## src/rtl/sb_queue_endpoint.sv

```systemverilog
// +----------------------------------------------------------------------------+
// | sb_queue_endpoint: RTL switchboard queue pair (host->device RX queue and   |
// | device->host TX queue) carrying {data, dest, last} words.  Rev 1.0         |
// +----------------------------------------------------------------------------+
`default_nettype none

module sb_queue_endpoint #(
  parameter int DW    = 256,
  parameter int DESTW = 32,
  parameter int DEPTH = 4
) (
  input  logic             clk,
  input  logic             nreset,
  input  logic             rx_en,
  input  logic             tx_en,
  input  logic             host_rx_push,
  input  logic [DW-1:0]    host_rx_data,
  input  logic [DESTW-1:0] host_rx_dest,
  input  logic             host_rx_last,
  output logic             host_rx_full,
  output logic [DW-1:0]    rx_data,
  output logic [DESTW-1:0] rx_dest,
  output logic             rx_last,
  output logic             rx_valid,
  input  logic             rx_ready,
  input  logic [DW-1:0]    tx_data,
  input  logic [DESTW-1:0] tx_dest,
  input  logic             tx_last,
  input  logic             tx_valid,
  output logic             tx_ready,
  input  logic             host_tx_pop,
  output logic [DW-1:0]    host_tx_data,
  output logic [DESTW-1:0] host_tx_dest,
  output logic             host_tx_last,
  output logic             host_tx_empty,
  output logic [31:0]      rx_count,
  output logic [31:0]      tx_count
);

  localparam int AW = $clog2(DEPTH);
  localparam int PW = DW + DESTW + 1;
  localparam logic [AW:0] c_ptr_one = 1;

  // Low for the first cycle after reset release so tx_ready never rises while in reset.
  logic r_live;

  logic [PW-1:0] r_rx_mem [DEPTH];
  logic [AW:0]   r_rx_wptr;
  logic [AW:0]   r_rx_rptr;
  logic [31:0]   r_rx_count;
  logic          w_rx_empty;
  logic          w_rx_full;
  logic          w_rx_push;
  logic          w_rx_pop;

  logic [PW-1:0] r_tx_mem [DEPTH];
  logic [AW:0]   r_tx_wptr;
  logic [AW:0]   r_tx_rptr;
  logic [31:0]   r_tx_count;
  logic          w_tx_empty;
  logic          w_tx_full;
  logic          w_tx_push;
  logic          w_tx_pop;

  always_ff @(posedge clk or negedge nreset) begin
    if (!nreset) r_live <= 1'b0;
    else         r_live <= 1'b1;
  end

  // RX queue: host pushes, device pops
  assign w_rx_empty   = (r_rx_wptr == r_rx_rptr);
  assign w_rx_full    = (r_rx_wptr[AW] != r_rx_rptr[AW]) &&
                        (r_rx_wptr[AW-1:0] == r_rx_rptr[AW-1:0]);
  assign w_rx_push    = host_rx_push & rx_en & ~w_rx_full;
  assign rx_valid     = rx_en & ~w_rx_empty;
  assign w_rx_pop     = rx_valid & rx_ready;
  assign host_rx_full = w_rx_full;
  assign {rx_data, rx_dest, rx_last} = r_rx_mem[r_rx_rptr[AW-1:0]];
  assign rx_count     = r_rx_count;

  always_ff @(posedge clk or negedge nreset) begin
    if (!nreset) begin
      r_rx_wptr  <= '0;
      r_rx_rptr  <= '0;
      r_rx_count <= '0;
    end else begin
      if (w_rx_push) r_rx_wptr <= r_rx_wptr + c_ptr_one;
      if (w_rx_pop) begin
        r_rx_rptr  <= r_rx_rptr + c_ptr_one;
        r_rx_count <= r_rx_count + 32'd1;
      end
    end
  end

  always_ff @(posedge clk) begin
    if (w_rx_push) r_rx_mem[r_rx_wptr[AW-1:0]] <= {host_rx_data, host_rx_dest, host_rx_last};
  end

  // TX queue: device pushes, host pops
  assign w_tx_empty    = (r_tx_wptr == r_tx_rptr);
  assign w_tx_full     = (r_tx_wptr[AW] != r_tx_rptr[AW]) &&
                         (r_tx_wptr[AW-1:0] == r_tx_rptr[AW-1:0]);
  assign tx_ready      = tx_en & r_live & ~w_tx_full;
  assign w_tx_push     = tx_valid & tx_ready;
  assign w_tx_pop      = host_tx_pop & ~w_tx_empty;
  assign host_tx_empty = w_tx_empty;
  assign {host_tx_data, host_tx_dest, host_tx_last} = r_tx_mem[r_tx_rptr[AW-1:0]];
  assign tx_count      = r_tx_count;

  always_ff @(posedge clk or negedge nreset) begin
    if (!nreset) begin
      r_tx_wptr  <= '0;
      r_tx_rptr  <= '0;
      r_tx_count <= '0;
    end else begin
      if (w_tx_push) begin
        r_tx_wptr  <= r_tx_wptr + c_ptr_one;
        r_tx_count <= r_tx_count + 32'd1;
      end
      if (w_tx_pop) r_tx_rptr <= r_tx_rptr + c_ptr_one;
    end
  end

  always_ff @(posedge clk) begin
    if (w_tx_push) r_tx_mem[r_tx_wptr[AW-1:0]] <= {tx_data, tx_dest, tx_last};
  end

endmodule

`default_nettype wire

```

## config.mk

```make
export PLATFORM = sky130hd
export DESIGN_NAME = sb_queue_endpoint
export DESIGN_NICKNAME = d
export VERILOG_FILES = /design/src/rtl/sb_queue_endpoint.sv
export SDC_FILE = /design/constraint.sdc
export NUM_CORES = 2
export LEC_CHECK = 0
export CORE_AREA = 2 2 486 488
export CTS_CLUSTER_SIZE = 40
export DETAILED_ROUTE_END_ITERATION = 16
export DIE_AREA = 0 0 488 490
export SLEW_MARGIN = 20
export SYNTH_ARGS = -nofsm -noshare
export SYNTH_HDL_FRONTEND = slang
export SYNTH_SLANG_ARGS = --single-unit
```

## constraint.sdc

```tcl
create_clock -name clk -period 26.7 [get_ports clk]
set_input_delay 4.005 -clock clk [delete_from_list [all_inputs] [get_ports clk]]
set_output_delay 4.005 -clock clk [all_outputs]
set_load 0.005 [all_outputs]
```

==> results.cfg <==
[route]
drt_iter0_drc = 3065
drc = 0
ant_nets = 0
drt-total-wl_mm = 236
wl_per_cell_um = 29.1
first_pass_iters = 7
vias = 41446
viasPerCell = 5.09

[synthesis]
syn_nets = 3950
ys_top_cells_by_area = edfxtp_1 (80%), mux4_2 (15%), dfrtp_1 (2.2%), xnor2_1 (0.61%), buf_2 (0.41%)
yosysSeqAreaShare_pct = 82.3
ys.flop_type = edfxtp_1
synth_enable_flop_cells = 2312
synth_top_area_share_pct = 80.1
ys_warn_count = 0
ys_ff_latch = 2389
ys_types = 33
async_flop_share_pct = 3.22
synthesis.instances = 3352
synth.largest_area_cell = edfxtp_1
synth.cell_area_um2 = 86700
syn_area_per_cell_um2 = 25.9

[sta]
slew_viol_final = 0
skew_ps = 52.5
post-route-period-util_pct = 37.2
fin_crit_ps = 9930
fmax_ghz = 0.101
tns_ps = 0
grt_setup_unrepaired = false
worstMarginPinSlew_ps = 1060
hold_ws_ps = 473
slew_headroom_pct = 29.2
hold_violations = 0
finalSetupViolCount = 0

[clocking]
cts-root-buf = clkbuf_16
tritoncts = done
cts_resized = 0
clock_latency_ps = 920
clk_path_buf_depth = 4
numCtsBuffers = 274
postCtsSetupBuffers = 0
cts_hold_buf = 0
cts_sinks = 2389
htreeDepth = 5
clk_pin_slew_ps = 60

[layout]
layout-drive-gt1-share_pct = 20.1
area_growth_pct = 28.2
nets = 5373
multi_input_comb_area_um2 = 14700
seqCellArea_um2 = 71400
num-fill-cells = 19151

[pwr]
power_density_nw_per_um2 = 103
seqPwrFrac_pct = 40.3
p_clk_share_pct = 30.1
power_uw = 11400
pwr-share-comb_pct = 29.5
swShare_pct = 27.3
p_leak_uw = 0.0353
peakVddDrop_mv = 0.0773
p_int_uw = 8290
p_switching_uw = 3120

[job]
drv_cap = 0

[global_routing]
grt-ovfl-total = 0
grt_max_degree = 150
grt_pass1_wl_mm = 329
grt_pass1_vias = 42403
antenna_found_initial = 112
grt_use_total_pct = 19.4

[die]
core_area_um2 = 234000
initial_core_util_pct = 37.0
die_h_um = 490
num_rows = 178
die_x_um = 488
dieArea_um2 = 239000
io_pins = 1232

[critical_path]
cp_max_fo = 102
endpoint_kind = output pin
required_ps = 22690
critical_path_class = reg -> out
worst_ep_arrival_time_ps = 5920
cp-start-kind = flop

[placement]
portBuffers = 1231
dp_hpwl_mm = 158
place.gp.congestion = 0.822

[run_status]
outcome = complete, no violations

[min_path]
hp-class = reg -> reg
==> worst max-delay path, stage by stage (launching register included) <==
cell and delay (ps):
dfrtp_4 590, buf_4 680, buf_12 730, buf_12 690, buf_4 780, mux4_2 610
clkdlybuf4s50_1 530
==> final timing paths <==
path | start | end | slack [ps] | depth (start not counted)
max | r_tx_rptr[0] | host_tx_data[95] | 16770 | 6
min | tx_count[31] | tx_count[31] | 470 | 1
max reg2reg | r_rx_rptr[0] | r_rx_mem[3][140] | 20380 | 9
min reg2reg | tx_count[31] | tx_count[31] | 470 | 1
max in group asynchronous | nreset | r_rx_rptr[1] | 22490 | 2
min in group asynchronous | nreset | tx_count[11] | 3020 | 1
==> Yosys cell counts (all sizes together), types with 4 or more instances <==
cell	n
nand3	26
and2	16
clkbuf	36
and4	4
xnor2	60
ha	12
nor3	9
xor2	16
dfrtp	77
nand2	30
mux4	578
edfxtp	2312
buf	102
inv	11
nor2	13
nand4	27
and3	9
==> power groups by stage <==
stage          Combinational (µW)  Sequential [µW]  Clock (µW)
4_1_cts                      3460             4600        3530
6_report                     3370             4600        3440
3_5_place_dp                 3440             4680           0
3_3_place_gp                 3450             4660           0
5_1_grt                      3560             4630        3670
2_1_floorplan                1560             4710           0
==> layer usage <==
metal / global-route usage, % / routed length (µm) / vias up
met3: 8.94 / 25400 / 494
met2: 30.6 / 113000 / 1602
met4: 7.56 / 8970 / 112
li1: - / - / 17338
met1: 23.0 / 88200 / 21900
met5: 0 / 734 / -
==> cell type report <==
cell class / count / area share (%)
timing repair buffer: 1285 / 11.6
tap: 3150 / 3.55
antenna: 33 / 0.0743
clock inverter: 117 / 0.802
clock buffer: 341 / 6.52
inverter: 11 / 0.0372
multi-input combinational: 814 / 13.2
sequential: 2389 / 64.2
==> logic make-up (layout without fill, tap and decap cells) <==
| kind of cell | count (synthesis) | count (layout) | synth area share, % |
|---|---|---|---|
| compound gates | 6 | 6 | 0.0722 |
| xor+xnor | 76 | 76 | 0.768 |
| fa+ha+maj | 12 | 12 | 0.173 |
| buf+inv | 149 | 1754 | 0.761 |
| flops | 2389 | 2389 | 82.3 |
| mux | 581 | 581 | 15.1 |
| other cells | 1 | 34 | 0.00433 |
| simple gates | 138 | 138 | 0.866 |
==> flip-flops by register name, indices dropped and copies added (netlist names) <==
| name | cells |
|---|---|
| r_rx_mem | 1156 |
| r_tx_mem | 1156 |
| rx_count | 32 |
| tx_count | 32 |
| r_rx_rptr | 3 |
| r_rx_wptr | 3 |
| r_tx_rptr | 3 |
| r_tx_wptr | 3 |
| r_live | 1 |
==> cell usage in the layout, fill, tap and decap left out, types with 33 or more instances in the layout <==
| master | instances |
|---|---|
| dfrtp_1 | 73 |
| clkbuf_1 | 59 |
| buf_4 | 46 |
| clkinv_1 | 61 |
| clkbuf_16 | 279 |
| clkdlybuf4s50_1 | 1230 |
| edfxtp_1 | 2312 |
| diode_2 | 33 |
| mux4_2 | 578 |
| xnor2_1 | 60 |
==> per-stage QoR <==
| stage | util (%) | cells | setup WS (ps) | instance area, µm² |
|---|---|---|---|---|
| after CTS | 47.4 | 8106 | 16540 | 111000 |
| after detailed placement | 43.9 | 7648 | 17090 | 103000 |
| after global placement | 43.9 | 7648 | 17090 | 103000 |
| after floorplan | - | 3352 | 14680 | 86700 |
| final | 47.5 | 8140 | 16770 | 111000 |
| after global routing | 47.4 | 8119 | 16170 | 111000 |
Power figures use the tool's default switching activity.
